--- config.mk ---
export PLATFORM = sky130hd
export DESIGN_NAME = mem_bus_arbiter
export DESIGN_NICKNAME = d
export VERILOG_FILES = /design/src/rtl/mem_bus_arbiter_pkg.sv /design/src/rtl/mem_bus_arbiter_rr_pick.sv /design/src/rtl/mem_bus_arbiter.sv
export SDC_FILE = /design/constraint.sdc
export NUM_CORES = 1
export LEC_CHECK = 0
export BUFFER_PORTS_ARGS = -buffer_cell sky130_fd_sc_hd__buf_2
export CAP_MARGIN = 40
export CORE_ASPECT_RATIO = 1.2
export CORE_UTILIZATION = 41
export DETAILED_ROUTE_END_ITERATION = 8
export GPL_ROUTABILITY_DRIVEN = 0
export MAX_ROUTING_LAYER = met4
export PLACE_DENSITY = 0.82
export SETUP_SLACK_MARGIN = 0.3
export SKIP_CTS_REPAIR_TIMING = 1
export SLEW_MARGIN = 20
export SYNTH_ARGS = -nofsm -noshare
export SYNTH_HDL_FRONTEND = slang
export SYNTH_HIERARCHICAL = 1
export SYNTH_SLANG_ARGS = --single-unit
--- constraint.sdc ---
create_clock -name clk -period 3.21 [get_ports clk]
set_input_delay 0.963 -clock clk [delete_from_list [all_inputs] [get_ports clk]]
set_output_delay 0.963 -clock clk [all_outputs]
set_load 0.005 [all_outputs]
--- src/rtl/mem_bus_arbiter_pkg.sv ---
// Shared constants for the memory bus arbiter: FSM state encoding and default sizing.
package mem_bus_arbiter_pkg;

    localparam logic [0:0] ST_IDLE  = 1'b0;
    localparam logic [0:0] ST_OWNED = 1'b1;

    localparam int unsigned DEFAULT_NUM_MASTERS = 4;
    localparam int unsigned DEFAULT_MAX_HOLD    = 15;

endpackage

--- src/rtl/mem_bus_arbiter_rr_pick.sv ---
// Combinational round-robin pick: first requester after last_owner, wrapping, skipping excluded masters.
module mem_bus_arbiter_rr_pick #(
    parameter int unsigned NUM_MASTERS = 4,
    parameter int unsigned OW          = 2
) (
    input  logic [NUM_MASTERS-1:0] req,
    input  logic [OW-1:0]          last_owner,
    input  logic [NUM_MASTERS-1:0] exclude,
    output logic                   valid,
    output logic [OW-1:0]          winner
);

    logic [NUM_MASTERS-1:0] cand;

    assign cand = req & ~exclude;

    // Offset 1 is highest priority, offset NUM_MASTERS (last_owner itself) lowest.
    always_comb begin
        int unsigned idx;
        valid  = 1'b0;
        winner = '0;
        idx    = 0;
        for (int unsigned off = 1; off <= NUM_MASTERS; off++) begin
            idx = 32'(last_owner) + off;
            if (idx >= NUM_MASTERS) begin
                idx = idx - NUM_MASTERS;
            end
            if (!valid && cand[OW'(idx)]) begin
                valid  = 1'b1;
                winner = OW'(idx);
            end
        end
    end

endmodule

--- src/rtl/mem_bus_arbiter.sv ---
// Round-robin arbiter for a shared memory/IO bus with locked bursts bounded by MAX_HOLD.
module mem_bus_arbiter
    import mem_bus_arbiter_pkg::*;
#(
    parameter int unsigned NUM_MASTERS = DEFAULT_NUM_MASTERS,
    parameter int unsigned ADDR_WIDTH  = 16,
    parameter int unsigned DATA_WIDTH  = 8,
    parameter int unsigned MAX_HOLD    = DEFAULT_MAX_HOLD
) (
    input  logic                              clk,
    input  logic                              reset_n,
    input  logic [NUM_MASTERS-1:0]            req,
    input  logic [NUM_MASTERS-1:0]            lock,
    input  logic [NUM_MASTERS*ADDR_WIDTH-1:0] m_addr,
    input  logic [NUM_MASTERS*DATA_WIDTH-1:0] m_wdata,
    input  logic [NUM_MASTERS-1:0]            m_we,
    input  logic [NUM_MASTERS-1:0]            m_oe,
    output logic [NUM_MASTERS-1:0]            gnt,
    output logic [DATA_WIDTH-1:0]             rdata,
    output logic [NUM_MASTERS-1:0]            rvalid,
    output logic [ADDR_WIDTH-1:0]             mem_addr,
    output logic [DATA_WIDTH-1:0]             mem_wdata,
    output logic                              mem_cs,
    output logic                              mem_we,
    output logic                              mem_oe,
    input  logic [DATA_WIDTH-1:0]             mem_rdata
);

    localparam int unsigned     OW        = (NUM_MASTERS > 1) ? $clog2(NUM_MASTERS) : 1;
    localparam int unsigned     HW        = $clog2(MAX_HOLD) + 1;
    localparam logic [HW-1:0]   HOLD_LAST = HW'(MAX_HOLD - 1);

    logic [0:0]             state_q, state_d;
    logic [OW-1:0]          owner_q, owner_d;
    logic [OW-1:0]          last_q, last_d;
    logic [HW-1:0]          hold_q, hold_d;
    logic [NUM_MASTERS-1:0] gnt_q, gnt_d;
    logic [NUM_MASTERS-1:0] rvalid_q, rvalid_d;
    logic [DATA_WIDTH-1:0]  rdata_q, rdata_d;

    logic [NUM_MASTERS-1:0] owner_oh;
    logic [NUM_MASTERS-1:0] winner_oh;
    logic [NUM_MASTERS-1:0] pick_excl;
    logic [OW-1:0]          pick_last;
    logic [OW-1:0]          pick_winner;
    logic                   pick_valid;
    logic                   others_req;
    logic                   at_limit;

    logic [ADDR_WIDTH-1:0]  addr_arr  [NUM_MASTERS];
    logic [DATA_WIDTH-1:0]  wdata_arr [NUM_MASTERS];

    for (genvar i = 0; i < NUM_MASTERS; i++) begin : g_unpack
        assign addr_arr[i]  = m_addr[i*ADDR_WIDTH +: ADDR_WIDTH];
        assign wdata_arr[i] = m_wdata[i*DATA_WIDTH +: DATA_WIDTH];
    end

    // Arbitration inputs: release from an owner searches from owner+1 and excludes it when
    // it is not entitled to continue (unlocked, or hold limit hit while others wait).
    always_comb begin
        owner_oh   = NUM_MASTERS'(1) << owner_q;
        others_req = |(req & ~owner_oh);
        at_limit   = (hold_q == HOLD_LAST);
        pick_last  = (state_q == ST_OWNED) ? owner_q : last_q;
        pick_excl  = '0;
        if ((state_q == ST_OWNED) && (!lock[owner_q] || others_req)) begin
            pick_excl = owner_oh;
        end
    end

    mem_bus_arbiter_rr_pick #(
        .NUM_MASTERS (NUM_MASTERS),
        .OW          (OW)
    ) u_rr_pick (
        .req        (req),
        .last_owner (pick_last),
        .exclude    (pick_excl),
        .valid      (pick_valid),
        .winner     (pick_winner)
    );

    assign winner_oh = NUM_MASTERS'(1) << pick_winner;

    // Shared bus is driven straight from the owner's slice; write beats read on a conflict.
    always_comb begin
        mem_cs    = 1'b0;
        mem_we    = 1'b0;
        mem_oe    = 1'b0;
        mem_addr  = '0;
        mem_wdata = '0;
        if (state_q == ST_OWNED) begin
            mem_cs    = req[owner_q];
            mem_we    = req[owner_q] & m_we[owner_q];
            mem_oe    = req[owner_q] & m_oe[owner_q] & ~m_we[owner_q];
            mem_addr  = addr_arr[owner_q];
            mem_wdata = wdata_arr[owner_q];
        end
    end

    // Next-state, grant, hold counter and read-return logic.
    always_comb begin
        state_d  = state_q;
        owner_d  = owner_q;
        last_d   = last_q;
        hold_d   = hold_q;
        gnt_d    = gnt_q;
        rvalid_d = '0;
        rdata_d  = rdata_q;

        if (mem_cs && mem_oe) begin
            rvalid_d = owner_oh;
            rdata_d  = mem_rdata;
        end

        case (state_q)
            ST_IDLE: begin
                gnt_d = '0;
                if (pick_valid) begin
                    state_d = ST_OWNED;
                    owner_d = pick_winner;
                    gnt_d   = winner_oh;
                    hold_d  = '0;
                end
            end
            default: begin
                if (!req[owner_q]) begin
                    state_d = ST_IDLE;
                    gnt_d   = '0;
                    last_d  = owner_q;
                    hold_d  = '0;
                end else if (lock[owner_q] && !at_limit) begin
                    hold_d = hold_q + HW'(1);
                end else begin
                    last_d = owner_q;
                    hold_d = '0;
                    if (pick_valid) begin
                        owner_d = pick_winner;
                        gnt_d   = winner_oh;
                    end else begin
                        state_d = ST_IDLE;
                        gnt_d   = '0;
                    end
                end
            end
        endcase
    end

    always_ff @(posedge clk or negedge reset_n) begin
        if (!reset_n) begin
            state_q  <= ST_IDLE;
            owner_q  <= '0;
            last_q   <= OW'(NUM_MASTERS - 1);
            hold_q   <= '0;
            gnt_q    <= '0;
            rvalid_q <= '0;
            rdata_q  <= '0;
        end else begin
            state_q  <= state_d;
            owner_q  <= owner_d;
            last_q   <= last_d;
            hold_q   <= hold_d;
            gnt_q    <= gnt_d;
            rvalid_q <= rvalid_d;
            rdata_q  <= rdata_d;
        end
    end

    assign gnt    = gnt_q;
    assign rvalid = rvalid_q;
    assign rdata  = rdata_q;

endmodule

==> impl_metrics.toml, run 1 <==
[drt]
drc = 0
dr.pass1.iters = 4
drtIter0Drc = 117
finalWirelength_um = 7044
ant_nets = 0
via_count = 2283
routedWlPerCell_um = 16.89
vias_per_cell = 5.475

[power_and_ir_drop]
p_leak_nw = 1.649
pwr-share-seq_pct = 21.7
finalPower_mw = 2.621
peakVddDrop_uv = 476.5
intPower_mw = 1.605
cellPowerDensity_mw_per_mm2 = 809.0
pwr-share-clk_pct = 8.0
comb_power_share_pct = 70.3
p_switching_mw = 1.016
p_sw_share_pct = 38.75

[layout]
drive_above_1_share_pct = 65.35
diodes = 0
final_area_sq_mm = 0.003239
syn_to_final_growth_pct = 44.56
fillerInstances = 446
finalNetCount = 480

[placement]
dpl_cell_area_sq_mm = 0.003142
dpl.hpwl_um = 5757
dp_slack_ps = 159.4
portBuffers = 164

[sta]
maxSlewViolCount = 0
fin_crit_ps = 2925
holdWs_ps = 507.2
skew_ps = 7.670
rsz0062_at_grt = "true"
worst_pin_slew_ps = 621.9
post-route-period-util_pct = 91.11
finalSetupTns_ps = 0
max_slew_margin_pct = 58.54
setup_viol = 0
fmax_mhz = 341.9
hold_viol = 0
layout_setup_ws_ps = 285.2

[global_route]
grt_pass1_vias = 2307
antenna_found_initial = 0
grt_max_degree = 27
grt_overflow = 0
grt_usage_pct = 24.87
grt_pass1_wl_um = 11240

[clocking]
htree_num_levels = 1
clkTransAtPathRegs_ps = 80
cts_buffer_depth = 2
cts_buffers = 3
cts_tree = "yes"
cts_root_buffer = "clkbuf_8"
clock_sinks = 26
clk_latency_ps = 270

[die]
coreArea_sq_mm = 0.005261
die_y_um = 82.99
rows = 29
initial_core_util_pct = 42.59
ioPinCount = 165
die_area_sq_mm = 0.005767
die_w_um = 69.49

[setup_path]
end_kind = "output port"
worst_ep_arrival_time_ps = 1960
worstSetupPathType = "primary input to output port"
worstPathRequired_ps = 2250
worstSetupStartpointType = "primary input"
path_max_fanout = 6

[logic_synthesis]
synthAdderAreaFrac_pct = 1.117
synthFlopType = "dfrtp_1"
ys_top_cells_by_count = "26 x and2_1, 24 x dfrtp_1, 23 x mux4_2, 10 x inv_1, 10 x nand2_1"
synthMuxAreaShare_pct = 37.30
ys_ff_latch = 26
syn_area_per_cell_sq_um = 11.79
syn-num-nets = 314
synth.distinct_cells = 45
synthArstFlopShare_pct = 100.0
synth_top_family_by_area = "multiplexers"
synth.top_cell.area_share_pct = 26.80
synth_xor_area_share_pct = 0.3908
synthTopCellsByArea = "dfrtp_1 27%, mux4_2 23%, and2_1 7.3%, mux4_1 5.9%, mux2_2 4.5%"
synth_top_cell_by_area = "dfrtp_1"
synth_cells = 190
synth-edff-count = 0
yosysWarningCount = 6
syn_area_sq_mm = 0.002241
synth_compound_area_share_pct = 8.375
synth.most_common_cell = "and2_1"
synthSimpleGateAreaFrac_pct = 18.82
yosysSeqAreaShare_pct = 29.15

[min_path]
hp-class = "flop to flop"

[run]
maxCapViolCount = 0

[status]
status = "finished clean"
==> critical path, stage by stage <==
cell,delay (ps)
buf_4,140
mux4_2,540
and3_1,200
buf_2,120
==> layout by cell type (no fill, tap or decap), drive strengths merged, types with 2 or more instances in the layout <==
cell type / instances
nor2b: 2
mux4: 28
mux2: 14
o22ai: 3
nand3: 5
and2: 26
nor2: 4
o21ai: 5
and3: 3
a21oi: 5
buf: 174
ha: 2
clkbuf: 5
nand2: 10
nor3b: 3
dfstp: 2
nand4b: 2
dfrtp: 24
and3b: 3
inv: 10
o32ai: 4
nand3b: 3
nand2b: 4
==> power by group through the flow <==
stage          clock network (mW)  registers, mW  logic [mW]
5_1_grt                     0.224          0.585        2.01
3_3_place_gp                    0          0.571        1.74
2_1_floorplan                   0          0.525        1.23
4_1_cts                     0.214          0.569        1.79
6_report                    0.209          0.568        1.84
3_5_place_dp                    0          0.575        1.78
==> logic make-up (layout without fill, tap and decap cells) <==
| logic type | Yosys count | after routing |
|---|---|---|
| buffers and inverters | 24 | 189 |
| and+or+nand+nor | 68 | 68 |
| adders and majority gates | 2 | 2 |
| xor gates and xnor gates | 1 | 1 |
| muxes | 43 | 43 |
| DFF | 26 | 26 |
| AOI/OAI and AO/OA | 26 | 26 |
==> area by class of cell <==
class                      instances  area [sq um]  share of cell area (%)
clock buffer                       4         55.05                   1.699
inverter                          10         37.54                   1.159
multi-input combinational        140          1499                   46.27
sequential                        26         654.4                   20.20
tap                               62         77.57                   2.395
timing repair buffer             175         915.9                   28.27
==> per-layer routing <==
metal  wire (um)  vias to the layer above  track usage (%)
li1            -                     1065                -
met1        2845                     1086            30.03
met2        3554                      114            42.01
met3         444                       18            4.369
met4         200                        0            8.163
met5           0                        -                -
==> sequential cells by signal (all words and copies together), names as in the netlist <==
| register | flops |
|---|---|
| rdata | 8 |
| owner_q | 2 |
| hold_q | 5 |
| gnt | 4 |
| rvalid | 4 |
| state_q | 1 |
| last_q | 2 |
==> stage by stage <==
stage,cells,util [%]
2_1_floorplan,190,-
3_3_place_gp,410,59.71
3_5_place_dp,410,59.71
4_1_cts,414,60.76
5_1_grt,417,61.57
6_report,417,61.57
==> worst paths after layout <==
check                                       start                     end  slack, ps  depth (start not counted)
max in group asynchronous                 reset_n  owner_q[0]$_DFFE_PN0P_       2110                          1
min reg2reg                  rdata[7]$_DFFE_PN0P_    rdata[7]$_DFFE_PN0P_        510                          1
max                                        req[3]                  mem_we        290                          4
min                          rdata[7]$_DFFE_PN0P_    rdata[7]$_DFFE_PN0P_        510                          1
min in group asynchronous                 reset_n   hold_q[0]$_DFFE_PN0P_        690                          1
max reg2reg                owner_q[1]$_DFFE_PN0P_      gnt[2]$_DFFE_PN0P_        540                         10
Note: power is estimated with default switching activity, not from simulation.
==> inputs of run 2 (changes only) <==
Settings changed: CORE_ASPECT_RATIO 1.2 to not set.
==> impl_metrics.toml, run 2 (synthesis results as in run 1) <==
[status]
status = "finished clean"

[layout]
diodes = 0
finalNetCount = 481
drive_above_1_share_pct = 65.17
layout.cells.most_common_list = "159 x buf_2, 26 x and2_1, 24 x mux4_2, 22 x dfrtp_1, 12 x buf_4"
final_area_sq_mm = 0.003308
fin_cells = 426
mostFrequentLayoutCell = "buf_2"
finish.utilization_pct = 63.96
syn_to_final_growth_pct = 47.63
largest_reg_flops = 8

[global_route]
grt_overflow = 0
grt_pass1_wl_um = 11700
grt_max_degree = 27
grt_pass1_vias = 2296
antenna_found_initial = 0
grt_usage_pct = 26.51

[drt]
finalWirelength_um = 7335
dr.pass1.iters = 4
ant_nets = 0
vias_per_cell = 5.352
drtIter0Drc = 68
drc = 0
via_count = 2280
routedWlPerCell_um = 17.22

[sta]
post-route-period-util_pct = 90.90
fmax_mhz = 342.7
rsz0062_at_grt = "true"
setup_viol = 0
max_slew_margin_pct = 61.65
maxSlewViolCount = 0
hold_viol = 0
finalSetupTns_ps = 0
fin_crit_ps = 2918
worst_pin_slew_ps = 575.2
skew_ps = 4.746
layout_setup_ws_ps = 292.0
holdWs_ps = 506.8

[run]
maxCapViolCount = 0

[clocking]
cts_root_buffer = "clkbuf_8"
clock_sinks = 26
htree_num_levels = 1
cts_tree = "yes"
clkTransAtPathRegs_ps = 90
clk_latency_ps = 260
cts_buffers = 3
cts_buffer_depth = 2

[setup_path]
worstSetupPathType = "primary input to output port"
path_max_fanout = 5
worstSetupStartpointType = "primary input"
end_kind = "output port"
worstPathRequired_ps = 2250
worst_ep_arrival_time_ps = 1960

[power_and_ir_drop]
finalPower_mw = 2.724
cellPowerDensity_mw_per_mm2 = 823.4
p_leak_nw = 1.671
peakVddDrop_uv = 345.0

[placement]
dp_slack_ps = 150.5
dpl_cell_area_sq_mm = 0.003152
dpl.hpwl_um = 5899
placedCellCount = 418
portBuffers = 164

[die]
die_area_sq_mm = 0.005765
rows = 26
ioPinCount = 165
coreArea_sq_mm = 0.005172
initial_core_util_pct = 43.32
die_y_um = 75.93
die_w_um = 75.93

[min_path]
hp-class = "flop to flop"
==> run 2: worst paths after layout <==
| path | end | cells after the start | start | slack, ps |
|---|---|---|---|---|
| setup / recovery | mem_we | 4 | req[2] | 290 |
| hold / removal | rdata[6]$_DFFE_PN0P_ | 1 | rdata[6]$_DFFE_PN0P_ | 510 |
| setup reg to reg | owner_q[0]$_DFFE_PN0P_ | 8 | owner_q[0]$_DFFE_PN0P_ | 560 |
| hold reg to reg | rdata[6]$_DFFE_PN0P_ | 1 | rdata[6]$_DFFE_PN0P_ | 510 |
| max in group asynchronous | owner_q[0]$_DFFE_PN0P_ | 1 | reset_n | 2100 |
| min in group asynchronous | rdata[6]$_DFFE_PN0P_ | 1 | reset_n | 680 |
==> run 2: cell type report <==
cell class,instances,area [sq um]
flip-flops and latches,26,658.1
multi-input cells,140,1494
clock buffers,3,41.29
repair buffers,176,959.7
clock inverters,1,30.03
well taps,70,87.58
fillers,426,1864
inverters,10,37.54
==> run 2: routing by layer <==
metal / vias to the layer above / track usage, % / wire length [um]
met1: 1113 / 34.12 / 3017
met2: 97 / 43.73 / 3767
met5: - / - / 0
li1: 1060 / - / -
met4: 0 / 7.308 / 106
met3: 10 / 4.096 / 444
==> run 2: power by group <==
group          switching (mW)  leakage (nW)  internal [mW]
registers               0.121         0.327          0.457
logic                   0.805          1.31           1.07
clock network          0.0997        0.0357          0.167
total                    1.03          1.67           1.70
==> run 2: worst max-delay path, cell delays in order <==
cell and delay (ps):
buf_4 130, mux4_2 530, and3_4 200, buf_2 120
==> inputs of run 3 (changes only) <==
Settings changed: CELL_PAD_IN_SITES_DETAIL_PLACEMENT set to 1, CELL_PAD_IN_SITES_GLOBAL_PLACEMENT set to 2, CORE_UTILIZATION 41 to 23, PLACE_DENSITY 0.82 to 0.83.
==> impl_metrics.toml, run 3 (synthesis results as in run 1) <==
[die]
die_w_um = 100.7
rows = 35
die_area_sq_mm = 0.01014
ioPinCount = 165
coreArea_sq_mm = 0.009328
initial_core_util_pct = 24.02
die_y_um = 100.7

[placement]
dpl.hpwl_um = 6478
portBuffers = 164
dpl_cell_area_sq_mm = 0.003233

[power_and_ir_drop]
cellPowerDensity_mw_per_mm2 = 798.6
p_leak_nw = 1.690
peakVddDrop_uv = 236.7

[clocking]
clk_latency_ps = 260
clock_sinks = 26
cts_root_buffer = "clkbuf_8"
htree_num_levels = 1
cts_buffers = 3
cts_buffer_depth = 2
clkTransAtPathRegs_ps = 80
cts_tree = "yes"

[layout]
layout.cells.most_common_list = "159 x buf_2, 26 x and2_1, 24 x mux4_2, 22 x dfrtp_1, 13 x buf_4"
fillerInstances = 1122
mostFrequentLayoutCell = "buf_2"
drive_above_1_share_pct = 66.39
largest_reg_flops = 8
diodes = 0
syn_to_final_growth_pct = 53.27
finalNetCount = 485
final_area_sq_mm = 0.003435

[setup_path]
timing.rr.start = "owner_q[0]$_DFFE_PN0P_"
end_kind = "output port"
path_max_fanout = 5
r2r_slack_ps = 540
worstSetupStartpointType = "primary input"
crit_chain = "buf_6 > mux4_2 > and3_4 > buf_6"
reg2reg_depth = 7
crit_start = "req[2]"
cp-endpoint = "mem_we"
worst_ep_arrival_time_ps = 1960
critPathMaxStageDelay_ps = 550
worstPathRequired_ps = 2250
worst_path_max_delay_cell = "mux4_2"
cp_common_cell = "buf_6"
worstSetupPathType = "primary input to output port"
r2r-end = "owner_q[1]$_DFFE_PN0P_"

[drt]
dr.pass1.iters = 4
drc = 0
routedWlPerCell_um = 15.97
via_count = 2282
drtIter0Drc = 68
finalWirelength_um = 7809
vias_per_cell = 4.667
ant_nets = 0

[sta]
finalSetupTns_ps = 0
fin_crit_ps = 2919
rsz0062_at_grt = "true"
post-route-period-util_pct = 90.94
fmax_mhz = 342.6
worst_pin_slew_ps = 784.1
hold_viol = 0
maxSlewViolCount = 0
skew_ps = 4.557
setup_viol = 0
max_slew_margin_pct = 47.73

[global_route]
grt_pass1_wl_um = 12350
antenna_found_initial = 0
grt_pass1_vias = 2419
grt_overflow = 0
grt_max_degree = 27
grt_usage_pct = 15.94

[run]
maxCapViolCount = 0

[status]
status = "finished clean"

[min_path]
hp-class = "flop to flop"
-- run 3: cell types whose count changed in the layout (fill, tap and decap cells not counted), sizes merged --
cell / previous run / this run
clkbuf: 3 / 4
bufinv: 1 / 0
buf: 176 / 180
-- run 3: metal layers --
metal	vias up	share of wire, %	GRT usage [%]
li1	1066	-	-
met1	1115	44	19.70
met2	91	50	27.71
met3	10	4.4	1.734
met4	0	1.7	4.236
met5	-	0	-
-- run 3: report_power, final --
part	total (mW)	switching, mW	internal (mW)
combinational	1.93	0.805	1.12
clock	0.205	0.0961	0.109
sequential	0.609	0.153	0.456
total	2.74	1.05	1.69
-- run 3: how the worst min path moves through the flow --
stage	start	depth (start not counted)	slack, ps	endpoint
2_1_floorplan	hold_q[4]$_DFFE_PN0P_	2	490	hold_q[4]$_DFFE_PN0P_
4_1_cts	rdata[7]$_DFFE_PN0P_	1	520	rdata[7]$_DFFE_PN0P_
6_report	rdata[7]$_DFFE_PN0P_	1	510	rdata[7]$_DFFE_PN0P_
5_1_grt	rdata[7]$_DFFE_PN0P_	1	530	rdata[7]$_DFFE_PN0P_
3_3_place_gp	rdata[7]$_DFFE_PN0P_	1	490	rdata[7]$_DFFE_PN0P_
3_5_place_dp	rdata[3]$_DFFE_PN0P_	1	490	rdata[3]$_DFFE_PN0P_
-- run 3: critical path: cells and delay by family --
kind,cells,cell delay (ps)
buffers and inverters,2,220
muxes,1,550
and+or+nand+nor,1,230
-- run 3: final cells by class --
type | instances | area, sq um | area share, %
multi-input cells | 140 | 1509 | 43.93
repair buffers | 180 | 1013 | 29.51
flip-flops and latches | 26 | 658.1 | 19.16
well taps | 129 | 161.4 | 4.699
clock buffers | 4 | 55.05 | 1.603
inverters | 10 | 37.54 | 1.093
-- run 3: per-stage QoR --
step | instances | hold slack, ps | utilization, % | worst slack, ps | power [mW]
floorplan | 190 | 491.4 | - | 344.4 | 1.758
global placement | 478 | 487.4 | 34.66 | 150.5 | 2.379
detailed placement | 478 | 493.9 | 34.66 | 86.85 | 2.424
CTS | 482 | 520.4 | 35.25 | 67.63 | 2.645
global route | 489 | 531.1 | 36.82 | 258.3 | 2.974
finish | 489 | 510.9 | 36.82 | 290.9 | 2.743
